==> config.mk <==
export PLATFORM = sky130hd
export DESIGN_NAME = lc3_mem_trace_buffer
export DESIGN_NICKNAME = d
export VERILOG_FILES = /design/src/rtl/lc3_trace_pkg.sv /design/src/rtl/lc3_trace_fifo.sv /design/src/rtl/lc3_mem_trace_buffer.sv
export SDC_FILE = /design/constraint.sdc
export NUM_CORES = 1
export LEC_CHECK = 0
export ABC_AREA = 1
export BUFFER_PORTS_ARGS = -buffer_cell sky130_fd_sc_hd__buf_2
export CAP_MARGIN = 5
export CELL_PAD_IN_SITES_DETAIL_PLACEMENT = 0
export CELL_PAD_IN_SITES_GLOBAL_PLACEMENT = 2
export CORE_ASPECT_RATIO = 2
export CORE_MARGIN = 1.5
export CORE_UTILIZATION = 40
export DETAILED_ROUTE_END_ITERATION = 6
export PLACE_DENSITY = 0.78
export SYNTH_ARGS = -nofsm -noshare
export SYNTH_HDL_FRONTEND = slang
export SYNTH_SLANG_ARGS = --single-unit
==> constraint.sdc <==
create_clock -name clock -period 4.24 [get_ports clock]
set_input_delay 0.424 -clock clock [delete_from_list [all_inputs] [get_ports clock]]
set_output_delay 0.424 -clock clock [all_outputs]
set_load 0.02 [all_outputs]
==> src/rtl/lc3_trace_pkg.sv <==
// Shared types for the LC3 memory trace buffer: opcode tags, capture FSM states
// and the layout of one stored trace entry.
package lc3_trace_pkg;

    typedef enum logic [3:0] {
        BR   = 4'd0,  ADD = 4'd1,  LD  = 4'd2,  ST  = 4'd3,
        JSR  = 4'd4,  AND = 4'd5,  LDR = 4'd6,  STR = 4'd7,
        RTI  = 4'd8,  NOT = 4'd9,  LDI = 4'd10, STI = 4'd11,
        JMP  = 4'd12, RES = 4'd13, LEA = 4'd14, TRAP = 4'd15
    } lc3_opcode_e;

    typedef enum logic [1:0] {
        IDLE   = 2'd0,
        RUN    = 2'd1,
        HALTED = 2'd2
    } trace_state_e;

    // Entry fields are sized for the widest supported configuration; instances
    // zero-extend on write and truncate on read.
    localparam int ENTRY_CH_W   = 8;
    localparam int ENTRY_ADDR_W = 32;
    localparam int ENTRY_DATA_W = 32;

    typedef struct packed {
        logic [ENTRY_CH_W-1:0]   ch;
        logic                    we;
        logic [ENTRY_ADDR_W-1:0] addr;
        logic [ENTRY_DATA_W-1:0] data;
        lc3_opcode_e             opcode;
        logic [15:0]             seq;
    } trace_entry_t;

    function automatic logic [15:0] sat_add16(input logic [15:0] base, input logic [15:0] inc);
        logic [16:0] sum;
        sum = {1'b0, base} + {1'b0, inc};
        return sum[16] ? 16'hFFFF : sum[15:0];
    endfunction

endpackage

==> src/rtl/lc3_trace_fifo.sv <==
// Show-ahead circular store for trace entries with registered count/full/empty
// and an optional overwrite-oldest mode when a push arrives while full.
module lc3_trace_fifo
    import lc3_trace_pkg::*;
#(
    parameter  int DEPTH = 16,
    localparam int AW    = $clog2(DEPTH),
    localparam int CNT_W = AW + 1
) (
    input  logic             clock,
    input  logic             reset,
    input  logic             flush,
    input  logic             push,
    input  logic             pop,
    input  logic             overwrite,
    input  trace_entry_t     wr_entry,
    output trace_entry_t     rd_entry,
    output logic [CNT_W-1:0] count,
    output logic             full,
    output logic             empty
);

    // NOTE: entry storage has no reset; pointers and count alone define which
    // slots are valid, so clearing the array would only cost logic.
    trace_entry_t mem [DEPTH];

    logic [AW-1:0]    wr_ptr_q, wr_ptr_d, rd_ptr_q, rd_ptr_d;
    logic [CNT_W-1:0] count_q, count_d;
    logic             full_q, full_d, empty_q, empty_d;
    logic             pop_ok, wr_ok, rd_adv;

    // NOTE: every always_comb output is given a default before any branch so
    // that no path leaves it unassigned and infers a latch.
    always_comb begin
        pop_ok   = pop && !empty_q;
        wr_ok    = push && (!full_q || pop_ok || overwrite);
        // A push into a full store without a pop evicts the oldest entry.
        rd_adv   = pop_ok || (wr_ok && full_q);
        wr_ptr_d = wr_ok  ? wr_ptr_q + AW'(1) : wr_ptr_q;
        rd_ptr_d = rd_adv ? rd_ptr_q + AW'(1) : rd_ptr_q;
        case ({wr_ok, rd_adv})
            2'b10:   count_d = count_q + CNT_W'(1);
            2'b01:   count_d = count_q - CNT_W'(1);
            default: count_d = count_q;
        endcase
        if (flush) begin
            wr_ptr_d = '0;
            rd_ptr_d = '0;
            count_d  = '0;
        end
        full_d  = (count_d == CNT_W'(DEPTH));
        empty_d = (count_d == '0);
    end

    // NOTE: sequential state is updated only with non-blocking assignments so
    // every flop samples the pre-edge values of the others.
    always_ff @(posedge clock) begin
        if (reset) begin
            wr_ptr_q <= '0;
            rd_ptr_q <= '0;
            count_q  <= '0;
            full_q   <= 1'b0;
            empty_q  <= 1'b1;
        end else begin
            wr_ptr_q <= wr_ptr_d;
            rd_ptr_q <= rd_ptr_d;
            count_q  <= count_d;
            full_q   <= full_d;
            empty_q  <= empty_d;
        end
    end

    always_ff @(posedge clock) begin
        if (wr_ok && !flush) begin
            mem[wr_ptr_q] <= wr_entry;
        end
    end

    assign rd_entry = mem[rd_ptr_q];
    assign count    = count_q;
    assign full     = full_q;
    assign empty    = empty_q;

endmodule

==> src/rtl/lc3_mem_trace_buffer.sv <==
// LC3 memory-access trace buffer: round-robin capture of per-channel accesses,
// opcode tagging, sequence stamping and drop accounting in front of a FIFO.
module lc3_mem_trace_buffer
    import lc3_trace_pkg::*;
#(
    parameter  int NUM_CH       = 2,
    parameter  int ADDR_W       = 16,
    parameter  int DATA_W       = 16,
    parameter  int DEPTH        = 16,
    parameter  int STOP_ON_FULL = 0,
    localparam int CH_W         = (NUM_CH > 1) ? $clog2(NUM_CH) : 1,
    localparam int CNT_W        = $clog2(DEPTH) + 1
) (
    input  logic                     clock,
    input  logic                     reset,
    input  logic                     enable,
    input  logic                     clear,
    input  logic [NUM_CH-1:0]        cap_valid,
    input  logic [NUM_CH-1:0]        cap_we,
    input  logic [NUM_CH*ADDR_W-1:0] cap_addr,
    input  logic [NUM_CH*DATA_W-1:0] cap_data,
    output logic                     out_valid,
    input  logic                     out_ready,
    output logic [CH_W-1:0]          out_ch,
    output logic                     out_we,
    output logic [ADDR_W-1:0]        out_addr,
    output logic [DATA_W-1:0]        out_data,
    output logic [3:0]               out_opcode,
    output logic [15:0]              out_seq,
    output logic [CNT_W-1:0]         count,
    output logic                     full,
    output logic                     empty,
    output logic [15:0]              drop_cnt,
    output logic [1:0]               state
);

    localparam logic OVERWRITE = (STOP_ON_FULL == 0);

    trace_state_e     state_q, state_d;
    logic [15:0]      drop_q, drop_d, seq_q, seq_d;
    lc3_opcode_e      sticky_q, sticky_d;
    logic [CH_W-1:0]  rr_q, rr_d;

    logic             grant_valid;
    logic [CH_W-1:0]  grant_idx, scan_idx;
    logic [15:0]      n_valid, drops;
    logic             push, pop_ok;
    trace_entry_t     wr_entry, rd_entry;
    logic             fifo_full, fifo_empty;
    logic [CNT_W-1:0] fifo_count;

    // Round robin: scanning starts at rr_q, the channel after the last grant.
    always_comb begin
        grant_valid = 1'b0;
        grant_idx   = '0;
        scan_idx    = rr_q;
        n_valid     = 16'($countones(cap_valid));
        for (int i = 0; i < NUM_CH; i++) begin
            if (!grant_valid && cap_valid[scan_idx]) begin
                grant_valid = 1'b1;
                grant_idx   = scan_idx;
            end
            scan_idx = (scan_idx == CH_W'(NUM_CH - 1)) ? '0 : scan_idx + CH_W'(1);
        end
    end

    always_comb begin
        state_d  = state_q;
        drop_d   = drop_q;
        seq_d    = seq_q;
        sticky_d = sticky_q;
        rr_d     = rr_q;
        push     = 1'b0;
        drops    = '0;
        pop_ok   = out_ready && !fifo_empty;

        wr_entry        = '0;
        wr_entry.ch     = ENTRY_CH_W'(grant_idx);
        wr_entry.we     = cap_we[grant_idx];
        wr_entry.addr   = ENTRY_ADDR_W'(cap_addr[grant_idx*ADDR_W +: ADDR_W]);
        wr_entry.data   = ENTRY_DATA_W'(cap_data[grant_idx*DATA_W +: DATA_W]);
        // Only instruction fetches carry an opcode; data accesses inherit the last one.
        wr_entry.opcode = (grant_idx == '0) ? lc3_opcode_e'(cap_data[15:12]) : sticky_q;
        wr_entry.seq    = seq_q;

        if (clear) begin
            state_d  = (state_q == HALTED || !enable) ? IDLE : RUN;
            drop_d   = '0;
            seq_d    = '0;
            sticky_d = BR;
            rr_d     = '0;
        end else begin
            case (state_q)
                IDLE: begin
                    if (enable) state_d = RUN;
                end
                RUN: begin
                    if (grant_valid) begin
                        if (fifo_full && !pop_ok && STOP_ON_FULL != 0) begin
                            state_d = HALTED;
                            drops   = n_valid;
                        end else begin
                            push  = 1'b1;
                            drops = n_valid - 16'd1 + ((fifo_full && !pop_ok) ? 16'd1 : 16'd0);
                            seq_d = seq_q + 16'd1;
                            rr_d  = (grant_idx == CH_W'(NUM_CH - 1)) ? '0 : grant_idx + CH_W'(1);
                            if (grant_idx == '0) sticky_d = wr_entry.opcode;
                        end
                    end
                    if (!enable && state_d == RUN) state_d = IDLE;
                end
                HALTED: begin
                    drops = n_valid;
                end
                default: state_d = IDLE;
            endcase
            drop_d = sat_add16(drop_q, drops);
        end
    end

    always_ff @(posedge clock) begin
        if (reset) begin
            state_q  <= IDLE;
            drop_q   <= '0;
            seq_q    <= '0;
            sticky_q <= BR;
            rr_q     <= '0;
        end else begin
            state_q  <= state_d;
            drop_q   <= drop_d;
            seq_q    <= seq_d;
            sticky_q <= sticky_d;
            rr_q     <= rr_d;
        end
    end

    lc3_trace_fifo #(.DEPTH(DEPTH)) u_fifo (
        .clock     (clock),
        .reset     (reset),
        .flush     (clear),
        .push      (push),
        .pop       (out_ready),
        .overwrite (OVERWRITE),
        .wr_entry  (wr_entry),
        .rd_entry  (rd_entry),
        .count     (fifo_count),
        .full      (fifo_full),
        .empty     (fifo_empty)
    );

    assign out_valid  = !fifo_empty;
    assign out_ch     = rd_entry.ch[CH_W-1:0];
    assign out_we     = rd_entry.we;
    assign out_addr   = rd_entry.addr[ADDR_W-1:0];
    assign out_data   = rd_entry.data[DATA_W-1:0];
    assign out_opcode = rd_entry.opcode;
    assign out_seq    = rd_entry.seq;
    assign count      = fifo_count;
    assign full       = fifo_full;
    assign empty      = fifo_empty;
    assign drop_cnt   = drop_q;
    assign state      = state_q;

endmodule

==> run metrics <==
RSZ-0062 raised after global routing false; Max Slew Vio Count 0; mux contribution to synthesized area 5.61%; Setup violations, final 0; pin count of the biggest net entering global routing 123; critical path arrival 3.16 ns; ant diodes 0; Max Cap Viol 0; routed wl met2 50800 µm; Worst setup SP type register; CTS root buffer clkbuf_16; metal3 WL 4660 µm; critical path data required time 3.82 ns; Slew HR 24.2%; Max Clock Skew 0.0247 ns; main combinational cell family by area after synthesis compound AO/OA/AOI/OAI gates; first-pass GRT wire length 146000 µm; row count 160; Worst Setup EP out_addr[14]; reg2reg end drop_cnt[12]; Nets 3137; Worst Max-Slew Pin Slew 1.14 ns; FF-to-FF path depth 17; Max IR drop VDD 0.000244 V; DP Area 40600 µm²; final hold violations 0; area occupied by multi-input gates 9260 µm²; Adder-Cell Fraction of Synth Area 0.994%; Placed Cells 4161; initial antenna violation count 0; R2R Path Start u_fifo.full; crit path capture type output port; fmax 279 MHz; Synth Cell Area 38500 µm²; Total Routing Usage GR 19.8%; gpl congestion 0.754; Routed Antenna Nets 0; Hold-fix buffers, CTS 7; Design Area, Final 43200 µm²; Hold/Removal Path Class in -> reg; most common cell after layout, fill and taps aside edfxtp_1; XOR/XNOR Fraction of Synth Area 0.227%; DR vias/cell 5.42; FF-to-FF setup slack 1.12 ns; fin cells 4313; Pre-antenna DRT Iters 6; post-route clock period utilization 84.5%; IO Count 153; routed wire length 97600 µm; Clock Latency Late Sink 0.66 ns; H-tree Lvls 3; fraction of registers with async set/reset 0%; Die Area 98300 µm²; layout cells sized above 1 12.1%; CTS tree yes; I/O Buffers 151; setup bufs post-CTS 0; Iter 0 DRT Violations 1569; most frequent cells in the layout edfxtp_1 (864), inv_1 (283), nand2_1 (279); Distinct cells, synth 43; chip width 222 µm; via count 23400; status complete, no violations; Pwr Total 17900 µW; Residual DRC 0; WL per Instance 22.6 µm; PwrDens 414 nW/µm²; min Tclk post-route 3.58 ns; clk buf depth 3; # fillers 8476; Overflow after GRT 0; Core ar. 95300 µm²; sequential area share after synthesis 70.3%; most used flip-flop cell after synthesis edfxtp_1; setup_tns 0 ns; Seq cells post-synth 921; Reg area 27100 µm²; Resized Gates After CTS 0; Synth Instances 2906; area grow syn2layout 12.1%; CP Class reg -> out; DP Wirelength 51300 µm; clk slew on worst S/H paths 0.07 ns; P_leak 0.0147 µW; Die Ht 442 µm; vias in the first global route 23800; CTS sink cnt 921; syn avg cell area 13.3 µm²; EDFF count, synth 864; CP max FO 110; Initial Util 40.4%; yosys warns 0; Post-Route M1 WL 39800 µm; syn nets 3009; CTS buffer count 79; Simple-Gate Fraction of Synth Area 5.04%; Compound-Gate Fraction of Synth Area 11.8%; Top Layer Used met4
==> registers in the layout, indices dropped and copies added, names as in the netlist, 4 cells and up, named ones only <==
name	flops
u_fifo.wr_ptr_q	4
sticky_q	4
u_fifo.count	5
seq_q	16
drop_cnt	16
u_fifo.rd_ptr_q	4
u_fifo.mem	864
==> per-layer routing <==
metal | vias to the layer above | global-route usage [%]
met5 | - | 0
met4 | 0 | 6.27
met3 | 142 | 2.78
met2 | 600 | 36.0
met1 | 11800 | 24.0
li1 | 10900 | -
==> cell usage after synthesis (9+ instances only) <==
| master | count | area (µm²) |
|---|---|---|
| buf_1 | 9 | 33.8 |
| buf_2 | 28 | 140 |
| o21ai_0 | 252 | 1260 |
| nor3_1 | 9 | 45.0 |
| nand3_1 | 85 | 425 |
| nor2_1 | 73 | 274 |
| mux2i_1 | 216 | 2160 |
| a21oi_1 | 261 | 1310 |
| buf_12 | 14 | 280 |
| clkbuf_1 | 81 | 304 |
| edfxtp_1 | 864 | 25900 |
| ha_1 | 29 | 363 |
| o21ai_1 | 51 | 255 |
| nand2_1 | 279 | 1050 |
| inv_1 | 282 | 1060 |
| buf_6 | 29 | 327 |
| dfxtp_1 | 57 | 1140 |
| inv_2 | 17 | 63.8 |
| o211ai_1 | 213 | 1600 |
==> area by class of cell <==
type | count | area share [%]
multi-input combinational | 1516 | 21.5
clock buffer | 103 | 5.06
sequential | 921 | 62.8
inverter | 300 | 2.62
timing repair buffer | 216 | 3.88
tap | 1215 | 3.52
clock inverter | 42 | 0.670
==> how the worst min path moves through the flow <==
stage / cells after the start / endpoint / slack [ns] / startpoint
after floorplan: 2 / register / 0.44 / u_fifo.rd_ptr_q[3]
after global placement: 2 / register / 0.47 / u_fifo.rd_ptr_q[3]
after detailed placement: 2 / register / 0.45 / u_fifo.rd_ptr_q[3]
after CTS: 4 / u_fifo.count[3] / 0.07 / clear
after global routing: 4 / u_fifo.count[3] / 0.16 / clear
final: 4 / u_fifo.count[3] / 0.12 / clear
==> kinds of logic (layout without fill, tap and decap cells) <==
family | after synthesis | in the layout
other | 1 | 1
xor gates and xnor gates | 10 | 10
DFF | 921 | 921
adders and majority gates | 30 | 30
muxes | 216 | 216
AOI/OAI and AO/OA | 791 | 791
buffers and inverters | 469 | 661
and+or+nand+nor | 468 | 468
==> where the power goes <==
part / switching [µW] / leakage [µW] / total, µW / internal, µW
registers: 27.5 / 0.00854 / 10000 / 9980
clock network: 3230 / 0.00118 / 7010 / 3780
logic: 585 / 0.00497 / 846 / 262
total: 3850 / 0.0147 / 17900 / 14000
==> through the flow <==
step | hold WS, ns | worst slack (ns) | util [%]
after floorplan | 0.442 | 0.250 | -
after global placement | 0.466 | 0.749 | 42.6
after detailed placement | 0.451 | 0.808 | 42.6
after CTS | 0.0721 | 0.550 | 45.3
after global routing | 0.160 | 0.421 | 45.3
final | 0.118 | 0.658 | 45.3
==> worst max-delay path: stages, from the launching register on <==
cell      delay (ns)
dfxtp_4         0.78
inv_6           0.50
buf_4           0.41
o211ai_1        0.20
o211ai_1        0.12
nand2_1         0.24
buf_2           0.21
Power figures use the tool's default switching activity.
